[src/rtl/voting_pkg.sv]
// Shared definitions for the three-candidate voting machine.
package voting_pkg;

    localparam int CNT_W_DEF = 6;
    localparam int NUM_CAND  = 3;
    localparam int CNT_MAX   = 2**CNT_W_DEF - 1;

    typedef enum logic {
        ST_OPEN   = 1'b0,
        ST_CLOSED = 1'b1
    } state_t;

    // True when exactly one bit of the press vector is set.
    function automatic logic is_onehot(input logic [NUM_CAND-1:0] v);
        int n;
        n = 0;
        for (int i = 0; i < NUM_CAND; i++) begin
            n = n + int'(v[i]);
        end
        return (n == 1);
    endfunction

endpackage

[src/rtl/vote_counter.sv]
// Saturating up-counter with enable; clears asynchronously on reset.
module vote_counter
    import voting_pkg::*;
#(
    parameter int CNT_W = CNT_W_DEF
) (
    input  logic             clk,
    input  logic             rst,
    input  logic             i_en,
    output logic [CNT_W-1:0] o_cnt
);

    localparam logic [CNT_W-1:0] MAX_VAL = '1;

    logic [CNT_W-1:0] r_cnt;

    // Count enabled votes, holding at the maximum instead of wrapping.
    always_ff @(posedge clk or posedge rst) begin
        if (rst) begin
            r_cnt <= '0;
        end else if (i_en && (r_cnt != MAX_VAL)) begin
            r_cnt <= r_cnt + 1'b1;
        end
    end

    assign o_cnt = r_cnt;

endmodule

[src/rtl/voting_machine.sv]
// Three-candidate vote counter: press detection, single-press acceptance,
// open/closed ballot FSM and registered result outputs (zero while open).
module voting_machine
    import voting_pkg::*;
#(
    parameter int CNT_W = CNT_W_DEF
) (
    input  logic             clk,
    input  logic             rst,
    input  logic             i_candidate_1,
    input  logic             i_candidate_2,
    input  logic             i_candidate_3,
    input  logic             i_voting_over,
    output logic [CNT_W-1:0] o_count1,
    output logic [CNT_W-1:0] o_count2,
    output logic [CNT_W-1:0] o_count3
);

    state_t                r_state;
    state_t                w_state_nxt;
    logic [NUM_CAND-1:0]   r_hist;
    logic [NUM_CAND-1:0]   w_btn;
    logic [NUM_CAND-1:0]   w_press;
    logic                  w_accept;
    logic [NUM_CAND-1:0]   w_en;
    logic [CNT_W-1:0]      w_cnt   [NUM_CAND];
    logic [CNT_W-1:0]      r_count [NUM_CAND];

    assign w_btn   = {i_candidate_3, i_candidate_2, i_candidate_1};
    assign w_press = w_btn & ~r_hist;

    // Votes count only while the ballot stays open across this edge; a press
    // coinciding with the close request loses to the close.
    assign w_accept = (r_state == ST_OPEN) && (w_state_nxt == ST_OPEN) && is_onehot(w_press);
    assign w_en     = w_accept ? w_press : '0;

    // Button history, sampled every cycle regardless of ballot state.
    always_ff @(posedge clk or posedge rst) begin
        if (rst) begin
            r_hist <= '0;
        end else begin
            r_hist <= w_btn;
        end
    end

    // Ballot state register.
    always_ff @(posedge clk or posedge rst) begin
        if (rst) begin
            r_state <= ST_OPEN;
        end else begin
            r_state <= w_state_nxt;
        end
    end

    // Next-state logic: OPEN closes on the request, CLOSED is sticky.
    always_comb begin
        w_state_nxt = r_state;
        case (r_state)
            ST_OPEN:   if (i_voting_over) w_state_nxt = ST_CLOSED;
            ST_CLOSED: w_state_nxt = ST_CLOSED;
            default:   w_state_nxt = ST_OPEN;
        endcase
    end

    genvar g;
    generate
        for (g = 0; g < NUM_CAND; g++) begin : g_cnt
            vote_counter #(
                .CNT_W (CNT_W)
            ) u_cnt (
                .clk   (clk),
                .rst   (rst),
                .i_en  (w_en[g]),
                .o_cnt (w_cnt[g])
            );
        end
    endgenerate

    // Results become visible from the closing edge onward; zero while open.
    always_ff @(posedge clk or posedge rst) begin
        if (rst) begin
            for (int i = 0; i < NUM_CAND; i++) begin
                r_count[i] <= '0;
            end
        end else begin
            for (int i = 0; i < NUM_CAND; i++) begin
                r_count[i] <= (w_state_nxt == ST_CLOSED) ? w_cnt[i] : '0;
            end
        end
    end

    assign o_count1 = r_count[0];
    assign o_count2 = r_count[1];
    assign o_count3 = r_count[2];

endmodule

[config.mk]
export PLATFORM = sky130hd
export DESIGN_NAME = voting_machine
export DESIGN_NICKNAME = d
export VERILOG_FILES = /design/src/rtl/voting_pkg.sv /design/src/rtl/vote_counter.sv /design/src/rtl/voting_machine.sv
export SDC_FILE = /design/constraint.sdc
export NUM_CORES = 1
export LEC_CHECK = 0
export BUFFER_PORTS_ARGS = -buffer_cell sky130_fd_sc_hd__buf_2
export CAP_MARGIN = 20
export CORE_MARGIN = 3
export CORE_UTILIZATION = 36
export DETAILED_ROUTE_END_ITERATION = 8
export SLEW_MARGIN = 10
export SYNTH_ARGS = -nofsm -noshare
export SYNTH_HDL_FRONTEND = slang
export SYNTH_SLANG_ARGS = --single-unit
[constraint.sdc]
create_clock -name clk -period 2.32 [get_ports clk]
set_input_delay 0.116 -clock clk [delete_from_list [all_inputs] [get_ports clk]]
set_output_delay 0.116 -clock clk [all_outputs]
set_load 0.03 [all_outputs]
# Yosys cells after proc, flatten, opt, wreduce, memory -nomap -nowiden
# Cells that the tools add are included.
[op_classes]
add_sub_neg = 5
eq_ne = 4
muxes = 6
bitwise = 4
reduce_logical = 5
[ops]
columns = ["operator", "n"]
rows = [
  ["adder 6 x 1 -> 6 bit, second input constant", 3],
  ["2-to-1 mux 6 bit", 3],
  ["!= test 6 bit, second input constant", 3],
  ["logical AND 1 bit", 5],
  ["adder 2 x 1 -> 3 bit", 1],
  ["bitwise AND 3 bit", 1],
  ["equality test 3 x 1 -> 1 bit, second input constant", 1],
  ["2-to-1 mux 3 bit", 1],
  ["NOT 3 bit", 1],
  ["adder 1 x 1 -> 2 bit", 1],
  ["NOT 1 bit", 2],
  ["case mux 1 bit (2 select lines)", 1],
  ["2-to-1 mux 1 bit", 1],
]
[word_totals]
reg_bits = 40
in_bits = 6
output_inout_bits = 18
word_cells = 32

# Logic depth before layout (Yosys ltp)
# Gate-level depths: netlist of run 1.
[logic_depth]
word_depth = 8
mapped_depth = 7
depth_no_buf = 6

# Cells and area by module
# Synthesis of run 1 repeated with hierarchy kept, for this count alone.
[hier_totals]
cells_unflattened = 133
hier_area_um2 = 1636.6
[modules_own_cells]
columns = ["mod", "instances", "cells_per_inst", "area_per_inst_um2", "seq_area_each_um2"]
rows = [
  ["vote_counter", 3, 27, 289.0, 150.1],
  ["voting_machine", 1, 52, 769.5, 550.5],
]

# Least setup slack after synthesis of run 1
# OpenSTA, ideal clock, no wires.
[synth_timing]
path_type = "register to register"
from = "reg r_hist[0]"
to = "reg g_cnt[0].u_cnt.r_cnt[5]"
setup_time_ns = 0.128
arrival_ns = 2.386
required_ns = 2.192
setup_slack_ns = -0.194
stages_incl_launch_ff = 8
path_buffers = 1
synth_period_minus_slack_ns = 2.514
path_cell_list = "dfrtp_1 -> nand2b_1 -> inv_1 -> fa_1 -> or4b_1 -> buf_6 -> nor4_4 -> mux2_1"
[synth_via]
elab_chain_len = 8
[synth_lines]
columns = ["element", "line", "text"]
rows = [
  ["from (decl)", "voting_machine.sv:21", "logic [NUM_CAND-1:0] r_hist;"],
  ["from (signal assigned)", "voting_machine.sv:42", "r_hist <= w_btn;"],
  ["NOT 3 bit *", "voting_machine.sv:30", "assign w_press = w_btn & ~r_hist;"],
  ["bitwise AND 3 bit *", "voting_machine.sv:30", ""],
  ["adder 1 x 1 -> 2 bit", "voting_pkg.sv:18", "n = n + int'(v[i]);"],
  ["adder 2 x 1 -> 3 bit", "voting_pkg.sv:18", ""],
  ["equality test 3 x 1 -> 1 bit", "voting_pkg.sv:20", "return (n == 1);"],
  ["logical AND 1 bit", "voting_machine.sv:34", "assign w_accept = (r_state == ST_OPEN) && (w_state_nxt == ST_OPEN) && is_onehot(w_press);"],
  ["2-to-1 mux 3 bit *", "voting_machine.sv:35", "assign w_en = w_accept ? w_press : '0;"],
  ["logical AND 1 bit *", "vote_counter.sv:21", "end else if (i_en && (r_cnt != MAX_VAL)) begin"],
  ["to (signal assigned)", "vote_counter.sv:22", "r_cnt <= r_cnt + 1'b1;"],
  ["to (decl)", "vote_counter.sv:15", "logic [CNT_W-1:0] r_cnt;"],
]
# Mark *: on every way between the ends. The rest lies on a longest branch, timed or not.
# A chain may end at the register's enable or synchronous reset.

# Final worst setup path of run 1
[layout_timing]
from = "reg r_hist[0]"
to = "reg g_cnt[0].u_cnt.r_cnt[1]"
# Same word-level chain as after synthesis.

==> results.tsv, run 1 <==
stage	metric	value	unit
yosys	syn nets	144	
setup_path	CP Cell Sequence	nand2b_4, inv_4, fa_1, or4b_4, buf_8, a211oi_4, mux2_4	
timing	crit share post-route	0.9881	
place	Post-DP Area	1917	µm²
detailed_routing	DRC viols	0	
floorplan	Die Ht	74.25	µm
power	internal power	976.2	µW
setup_path	critical path required time	2.49	ns
place	Post-Place Setup Slack	-0.08181	ns
power	clock network fraction of total power	0.372	
setup_path	WP data arrival	2.47	ns
yosys	Synth area leader	dfrtp_1	
grt	number of global-route vias before repair	1156	
clock_tree	CTS tree	yes	
detailed_routing	Post-Route WL	3208	µm
clock_tree	cts bufs inserted	5	
power	Static Leak	1.062	nW
power	Gate power share	0.053	
setup_path	CP top delay family	simple AND/OR/NAND/NOR gates	
clock_tree	clk_lat worst skew	0.29	ns
setup_path	WS Path Type	flip-flop to flip-flop	
layout	multi-input logic area	711.9	µm²
power	pwr dens	576.5	nW/µm²
clock_tree	Root Buffer	clkbuf_8	
timing	RSZ-0062 raised after global routing	true	
timing	Slew headroom	0.6582	
timing	setup_tns	0	ns
setup_path	worst r2r dst	g_cnt[0].u_cnt.o_cnt[1]	
setup_path	Critical path origin	r_hist[0]	
setup_path	slowest cell on the critical path	fa_1	
grt	Tot GR Track Use	0.1310	
flow_run	max-cap viol count	0	
clock_tree	H-tree depth	2	
floorplan	core area	4414	µm²
timing	clock skew	0.005024	ns
layout	Fillers	402	
detailed_routing	Avg Vias per Cell	4.991	
grt	grt total ovfl	0	
floorplan	Ports	24	
power	Total Power	1.237	mW
setup_path	stages on the worst setup path	7	
power	Sw Pwr	260.8	µW
yosys	post-synthesis register bit count	40	
yosys	Synth Cell Area	1677	µm²
layout	share of cells above drive strength 1	0.3315	
yosys	Synth Area per Inst	12.51	µm²
timing	Setup-failing EPs final	0	
grt	initial antenna violation count	0	
setup_path	Worst Setup EP	g_cnt[0].u_cnt.o_cnt[1]	
layout	Area Growth Syn to Fin	27.99	%
detailed_routing	DR iter-0 viols	50	
hold_path	hold path start	i_voting_over	
grt	first-pass GRT wire length	5264	µm
setup_path	slowest cell delay on critical path	0.52	ns
power	VDD IR max	296.8	µV
hold_path	min-delay worst type	primary input to flip-flop	
yosys	Ys Warns	0	
floorplan	Initial Utilization	0.3798	
detailed_routing	WL per Instance	13.95	µm
timing	Final Max Tran Viols	0	
place	Final GP Congestion	0.7999	
timing	final worst slack	0.02750	ns
layout	nets@finish	187	
clock_tree	clk slew on worst S/H paths	0.07	ns
floorplan	die area	5512	µm²
place	PortBufs	23	
setup_path	R2R depth	7	
place	HPWL Detailed	2226	µm
timing	final critical-path required period	2.293	ns
yosys	leading post-synthesis cells by cell area	dfrtp_1 60%, nor2b_1 5.6%, mux2_2 5.4%, ha_1 2.2%, nor2_1 2.0%	
layout	Ant. Diodes	0	
outcome	outcome	finished, final reports clean	
layout	utilization after layout	0.4861	
clock_tree	clk sink count	40	
timing	final hold violation count	0	
setup_path	CP Launch Type	flip-flop	
timing	Worst Max-Slew Pin Slew	0.5105	ns
timing	Max Clk Rate	436.2	MHz
yosys	post-synthesis cell count	134	
setup_path	Reg-to-Reg Start	r_hist[0]	
yosys	library cells used by synthesis	30	
detailed_routing	drt first pass iters	4	
layout	Final Instance Area	2146	µm²
detailed_routing	Vias	1148	
clock_tree	CTS max path bufs	2	
setup_path	Worst Path Max Fanout	6	
grt	largest net degree at the start of global routing	41	
floorplan	Chip Width	74.25	µm
floorplan	num rows	24	
setup_path	Worst R2R Setup Slack	0.03	ns
power	switching share of power	0.2109	
power	Sequential Power Share	0.575	
detailed_routing	post-route ant nets	0	
layout	FF+latch area	1001	µm²
setup_path	Setup crit end kind	flip-flop	
yosys	Synth top area share	0.5970	
setup_path	CP Buf/Inv Count	2	
yosys	register area share after synthesis	0.5970	
## Yosys cell counts
cell	n
dfrtp_1	40
nor2b_1	15
nor2_1	9
inv_1	8
mux2_2	8
nor3_1	6
nand2_1	5
a31oi_1	4
nand3_1	4
ha_1	3
mux2i_1	3
nand2b_1	3
a21oi_1	2
and2_1	2
nand4_1	2
nand4b_1	2
o2111a_1	2
o211ai_1	2
o21ai_0	2
xnor2_1	2
a211oi_4	1
and4_1	1
buf_6	1
clkbuf_1	1
fa_1	1
mux2_1	1
nor4_4	1
nor4b_2	1
or4b_1	1
xor2_1	1
## layer usage
metal / vias up / GRT usage / wire (µm)
li1: 549 / - / -
met1: 563 / 0.1434 / 1305
met2: 26 / 0.2165 / 1675
met3: 10 / 0.05405 / 148
met4: 0 / 0.07115 / 79
met5: - / 0 / 0
## what timing repair did
action | 4_1_cts | 5_1_grt
setup buffers | 1 | 1
setup endpoints to repair | 7 | 7
gates resized for setup | 7 | 9
pin swaps | 2 | 2
hold buffers | 3 | 1
endpoints found under the hold margin | 43 | 1
## flip-flops by register name, summed over array words and instances, names as in the netlist
signal and count:
g_cnt.u_cnt.o_cnt 18, o_count1 6, o_count2 6, o_count3 6, r_hist 3, r_state 1
## per-stage QoR
step	hold WS [ns]	instances
global placement	0.2513	216
detailed placement	0.2565	216
floorplan	0.1474	134
finish	0.2777	230
CTS	-0.02008	228
global route	0.2830	230
## area by class of cell
| type | instances | share of cell area |
|---|---|---|
| Sequential cell | 40 | 0.4665 |
| Multi-Input combinational cell | 84 | 0.3318 |
| Clock buffer | 8 | 0.04198 |
| Inverter | 8 | 0.01516 |
| Timing Repair Buffer | 38 | 0.1143 |
| Tap cell | 52 | 0.03032 |
## power groups by stage
| stage | combinational [mW] | sequential [mW] | clock [mW] |
|---|---|---|---|
| 2_1_floorplan | 0.0273 | 0.730 | 0 |
| 3_3_place_gp | 0.0539 | 0.724 | 0 |
| 3_5_place_dp | 0.0566 | 0.725 | 0 |
| 4_1_cts | 0.0652 | 0.711 | 0.480 |
| 5_1_grt | 0.0747 | 0.712 | 0.512 |
| 6_report | 0.0661 | 0.711 | 0.460 |
## how the worst min path moves through the flow
stage                 to  depth (start not counted)
2_1_floorplan  r_hist[0]                          0
5_1_grt          r_state                          4
4_1_cts        r_hist[0]                          1
3_3_place_gp   r_hist[2]                          1
3_5_place_dp   r_hist[1]                          1
6_report         r_state                          4
## worst register-to-register path, stage by stage (launching register included)
cell      delay, ns
dfrtp_1        0.32
nand2b_4       0.13
inv_4          0.03
fa_1           0.52
or4b_4         0.48
buf_8          0.16
a211oi_4       0.21
mux2_4         0.32
## logic make-up (layout without fill, tap and decap cells)
logic type / Yosys count / in the layout / synth area share
and+or+nand+nor: 52 / 52 / 0.1866
xor gates and xnor gates: 3 / 3 / 0.01567
muxes: 12 / 12 / 0.07836
AOI/OAI and AO/OA: 13 / 13 / 0.06119
adders and majority gates: 4 / 4 / 0.03433
buffers and inverters: 10 / 54 / 0.02686
DFF: 40 / 40 / 0.5970
## cell usage in the layout (no fill, tap or decap), types with 4 or more instances in the layout
| master | instances |
|---|---|
| buf_2 | 23 |
| buf_4 | 10 |
| clkbuf_8 | 6 |
| dfrtp_1 | 40 |
| dlygate4sd3_1 | 4 |
| inv_1 | 7 |
| mux2_2 | 4 |
| mux2_4 | 5 |
| nand2_1 | 5 |
| nand3_1 | 4 |
| nor2_1 | 9 |
| nor2b_1 | 15 |
Note: power is estimated with default switching activity, not from simulation.
==> run 2, diff against run 1 <==
Settings changed: CELL_PAD_IN_SITES_DETAIL_PLACEMENT from default to 1, CELL_PAD_IN_SITES_GLOBAL_PLACEMENT from default to 2, CORE_UTILIZATION 36 to 34, PLACE_DENSITY_LB_ADDON from default to 0.1.
==> run 2 against run 1 <==
  * Highest routed layer unchanged
  * Register-to-register slack hardly changed
  * Global-route usage is 0.060 points higher
  * Die area grew 5.4%
  * Sequential power barely moved
==> results.tsv, run 2 (same netlist as run 1, synthesis figures left out) <==
stage	metric	value	unit
layout	Ant. Diodes	0	
clock_tree	H-tree depth	2	
grt	Tot GR Track Use	0.1316	
place	Post-Place Setup Slack	-0.09192	ns
hold_path	min-delay worst type	primary input to flip-flop	
setup_path	WP data arrival	2.48	ns
detailed_routing	Vias	1130	
power	Gate power share	0.054	
layout	Layout Cells excl Fill	242	
clock_tree	clk slew on worst S/H paths	0.08	ns
place	Final GP Congestion	0.7512	
layout	multi-input logic area	693.2	µm²
power	switching share of power	0.2188	
power	internal power	976.3	µW
floorplan	Chip Width	76.22	µm
timing	final critical-path required period	2.307	ns
clock_tree	clk_lat worst skew	0.28	ns
floorplan	Ports	24	
setup_path	critical path required time	2.49	ns
timing	clock skew	0.005990	ns
timing	crit share post-route	0.9942	
power	Static Leak	1.051	nW
layout	nets@finish	186	
detailed_routing	WL per Instance	14.56	µm
layout	most frequent cells in the layout	40 x dfrtp_1, 23 x buf_2, 15 x nor2b_1	
place	Placed Cells	228	
layout	Fillers	506	
place	Post-DP Area	1926	µm²
layout	FF+latch area	1001	µm²
outcome	outcome	finished, final reports clean	
flow_run	max-cap viol count	0	
timing	Setup-failing EPs final	0	
clock_tree	cts bufs inserted	5	
power	Sequential Power Share	0.569	
detailed_routing	DR iter-0 viols	28	
place	PortBufs	23	
floorplan	die area	5809	µm²
floorplan	Die Ht	76.22	µm
timing	Max Clk Rate	433.6	MHz
grt	number of global-route vias before repair	1204	
grt	initial antenna violation count	0	
clock_tree	CTS max path bufs	2	
layout	max FFs per register	18	
floorplan	core area	4564	µm²
timing	RSZ-0062 raised after global routing	true	
layout	share of cells above drive strength 1	0.3220	
grt	largest net degree at the start of global routing	41	
layout	Final Instance Area	2136	µm²
power	VDD IR max	265.7	µV
floorplan	Initial Utilization	0.3673	
setup_path	WS Path Type	flip-flop to flip-flop	
layout	commonest non-fill, non-tap cell in the layout	dfrtp_1	
detailed_routing	drt first pass iters	3	
layout	Area Growth Syn to Fin	27.39	%
setup_path	Worst Path Max Fanout	6	
timing	final hold violation count	0	
floorplan	num rows	24	
place	HPWL Detailed	2418	µm
detailed_routing	Avg Vias per Cell	4.669	
timing	Worst Max-Slew Pin Slew	0.5213	ns
power	Sw Pwr	273.5	µW
power	clock network fraction of total power	0.378	
setup_path	Setup crit end kind	flip-flop	
timing	final worst slack	0.01346	ns
grt	grt total ovfl	0	
timing	setup_tns	0	ns
timing	Slew headroom	0.6510	
grt	first-pass GRT wire length	6044	µm
clock_tree	clk sink count	40	
timing	Final Max Tran Viols	0	
detailed_routing	post-route ant nets	0	
clock_tree	CTS tree	yes	
setup_path	CP Launch Type	flip-flop	
detailed_routing	Post-Route WL	3524	µm
detailed_routing	DRC viols	0	
power	pwr dens	585.1	nW/µm²
clock_tree	Root Buffer	clkbuf_8	
==> run 2: cell types whose count changed in the layout (fill, tap and decap cells not counted), sizes merged <==
cell and delta:
buf -1
==> run 2: layout make-up <==
class | count | share of cell area
multi-input cells | 84 | 0.3245
clock buffers | 8 | 0.04218
repair buffers | 37 | 0.1113
flip-flops and latches | 40 | 0.4687
inverters | 8 | 0.01523
well taps | 65 | 0.03808
==> run 2: final timing paths <==
path	slack, ns	from	cells past startpoint	end
hold / removal	0.16	i_voting_over	3	r_state
setup / recovery	0.01	r_hist[0]	7	g_cnt[0].u_cnt.o_cnt[1]
setup reg to reg	0.01	r_hist[0]	7	g_cnt[0].u_cnt.o_cnt[1]
hold reg to reg	0.52	g_cnt[2].u_cnt.o_cnt[2]	1	g_cnt[2].u_cnt.o_cnt[2]
max in group asynchronous	1.46	rst	4	g_cnt[2].u_cnt.o_cnt[2]
min in group asynchronous	0.50	rst	4	o_count1[2]
==> run 2: worst max-delay path, stage by stage, from the launching register on <==
cell and delay [ns]:
dfrtp_1 0.33, nand2b_4 0.13, inv_4 0.03, fa_1 0.52, or4b_4 0.49, buf_8 0.17, a211oi_4 0.20, mux2_4 0.33
==> run 2: layer usage <==
metal / vias up / part of all wire / GRT usage
met5: - / 0 / 0
met4: 0 / 0.012 / 0.04891
met3: 4 / 0.037 / 0.03901
met2: 20 / 0.48 / 0.2162
met1: 562 / 0.47 / 0.1634
li1: 544 / - / -
==> run 2: repair_timing <==
action	4_1_cts	5_1_grt
endpoints found under the hold margin	43	0
resized for setup	10	4
hold buffers	4	0
cloned	0	0
endpoints found under the setup margin	9	8
pin swaps	2	2
setup buffers	1	1
==> run 2: power by group through the flow <==
stage	Sequential (mW)	Clock, mW	Combinational (mW)
after global routing	0.712	0.527	0.0752
after detailed placement	0.725	0	0.0573
final	0.711	0.472	0.0669
after CTS	0.711	0.497	0.0669
after global placement	0.724	0	0.0541
after floorplan	0.730	0	0.0273
==> run 2: per-stage QoR <==
stage | power [mW] | hold WS, ns | util
after global placement | 0.7782 | 0.2486 | 0.4219
after floorplan | 0.7572 | 0.1474 | -
after global routing | 1.314 | 0.1822 | 0.4679
after detailed placement | 0.7818 | 0.2525 | 0.4219
final | 1.250 | 0.1610 | 0.4679
after CTS | 1.275 | 0.1481 | 0.4627
==> run 3, diff against run 2 <==
Settings changed: CORE_ASPECT_RATIO from default to 0.5, CORE_UTILIZATION 34 to 36.
Clock period 2.32 ns to 2.93 ns, I/O delays scaled along.
==> run 3 against run 2 <==
  * Clock skew shrank 0.0013 ns
  * Worst hold slack got worse by 0.10 ns
  * Register-to-register slack better by 0.41 ns
  * Worst setup slack better by 0.21 ns
  * Non-clock buffer count is 8 lower
  * Sequential share of layout area grew 3.5 points
  * Sequential power down 21%
  * Wire length decreased by 11%
  * Clock power fell by 22%
  * Critical endpoint is now g_cnt[0].u_cnt.o_cnt[5]
  * Largest power group unchanged
==> results.tsv, run 3 (same netlist as run 1, synthesis figures left out) <==
stage	metric	value	unit
clock_tree	post-CTS setup buffer count	0	
timing	final critical-path required period	2.703	ns
grt	number of global-route vias before repair	1137	
place	PortBufs	23	
outcome	outcome	finished, final reports clean	
floorplan	die area	5562	µm²
place	Post-Place Setup Slack	0.4069	ns
setup_path	WS Path Type	primary input to flip-flop	
grt	first-pass GRT wire length	5382	µm
layout	Area Growth Syn to Fin	18.51	%
detailed_routing	DR iter-0 viols	11	
timing	Final Max Tran Viols	0	
floorplan	num rows	16	
floorplan	Chip Width	102.5	µm
power	VDD IR max	212.2	µV
detailed_routing	post-route ant nets	0	
power	Static Leak	0.9683	nW
power	pwr dens	490.8	nW/µm²
layout	Layout Cells excl Fill	223	
floorplan	core area	4184	µm²
timing	crit share post-route	0.9224	
detailed_routing	WL per Instance	14.10	µm
setup_path	CP Cell Sequence	dlygate4sd3_1, buf_2, nor2b_1, fa_1, or4b_1, nor4_4, mux2_1	
layout	Ant. Diodes	0	
timing	clock skew	0.004674	ns
clock_tree	H-tree depth	2	
clock_tree	clk slew on worst S/H paths	0.07	ns
layout	most frequent cells in the layout	40 x dfrtp_1, 23 x buf_2, 15 x nor2b_1	
clock_tree	CTS max path bufs	2	
timing	setup_tns	0	ns
clock_tree	cts bufs inserted	5	
flow_run	max-cap viol count	0	
floorplan	Ports	24	
grt	grt total ovfl	0	
setup_path	Worst Path Max Fanout	8	
power	Total Power	975.2	µW
layout	commonest non-fill, non-tap cell in the layout	dfrtp_1	
place	Final GP Congestion	0.7426	
grt	Tot GR Track Use	0.1310	
timing	RSZ-0062 raised after global routing	false	
timing	Slew headroom	0.3896	
grt	initial antenna violation count	0	
clock_tree	Root Buffer	clkbuf_8	
floorplan	Die Ht	54.26	µm
detailed_routing	Avg Vias per Cell	4.857	
timing	final hold violation count	0	
clock_tree	clk_lat worst skew	0.28	ns
timing	Max Clk Rate	370.0	MHz
detailed_routing	DRC viols	0	
detailed_routing	Post-Route WL	3145	µm
setup_path	slowest cell on the critical path	or4b_1	
clock_tree	CTS tree	yes	
layout	share of cells above drive strength 1	0.2544	
timing	Worst Max-Slew Pin Slew	0.9146	ns
grt	largest net degree at the start of global routing	24	
setup_path	WP data arrival	2.87	ns
setup_path	critical path required time	3.10	ns
layout	nets@finish	178	
setup_path	CP Launch Type	primary input	
floorplan	Initial Utilization	0.4007	
clock_tree	post-CTS sizing	0	
layout	utilization after layout	0.4749	
timing	Setup-failing EPs final	0	
timing	final worst slack	0.2273	ns
place	HPWL Detailed	2301	µm
setup_path	CP Buf/Inv Count	2	
setup_path	CP top delay family	simple AND/OR/NAND/NOR gates	
detailed_routing	drt first pass iters	4	
setup_path	Setup crit end kind	flip-flop	
setup_path	slowest cell delay on critical path	0.66	ns
clock_tree	clk sink count	40	
place	Placed Cells	212	
hold_path	min-delay worst type	primary input to async pin	
detailed_routing	Vias	1083	
layout	max FFs per register	18	
-- run 3: changes by cell type in the layout (fill, tap and decap cells not counted), moves of 2 or more --
| cell | delta |
|---|---|
| nor3_4 | -2 |
| mux2_2 | +3 |
| mux2_4 | -4 |
| buf_4 | -6 |
| nor3_1 | +3 |
-- run 3: report_power, final --
group / internal, mW / total (mW) / switching, mW
clock: 0.192 / 0.370 / 0.178
sequential: 0.559 / 0.563 / 0.00399
combinational: 0.0156 / 0.0428 / 0.0272
-- run 3: final timing paths --
path | startpoint | end | slack (ns) | depth (start not counted)
hold / removal | rst | g_cnt[1].u_cnt.o_cnt[2] | 0.06 | 2
setup reg to reg | r_hist[0] | g_cnt[0].u_cnt.o_cnt[5] | 0.42 | 6
max in group asynchronous | rst | g_cnt[1].u_cnt.o_cnt[3] | 2.10 | 3
hold reg to reg | g_cnt[1].u_cnt.o_cnt[2] | g_cnt[1].u_cnt.o_cnt[2] | 0.52 | 1
min in group clk | i_voting_over | r_state | 0.17 | 3
setup / recovery | i_candidate_3 | g_cnt[0].u_cnt.o_cnt[5] | 0.23 | 7
-- run 3: what timing repair did --
item	CTS	global route
endpoints found under the setup margin	0	0
hold endpoints to repair	3	0
hold buffers	3	0
-- run 3: final cells by class --
type / instances / area (µm²)
fillers: 461 / 2197
flip-flops and latches: 40 / 1001
multi-input cells: 84 / 630.6
repair buffers: 29 / 167.7
clock buffers: 8 / 90.09
well taps: 54 / 67.56
inverters: 8 / 30.03
-- run 3: per-layer routing --
metal	global-route usage	share of wire	vias up
met3	0.04580	0.036	2
met5	0	0	-
met1	0.1671	0.51	540
met4	0.02614	0.0041	0
met2	0.2201	0.45	11
li1	-	-	530
-- run 3: metrics by stage --
| stage | area (µm²) | hold slack, ns |
|---|---|---|
| finish | 1987 | 0.05787 |
| CTS | 1987 | 0.09250 |
| global placement | 1867 | 0.2822 |
| floorplan | 1677 | 0.1779 |
| global route | 1987 | 0.1350 |
| detailed placement | 1867 | 0.2850 |
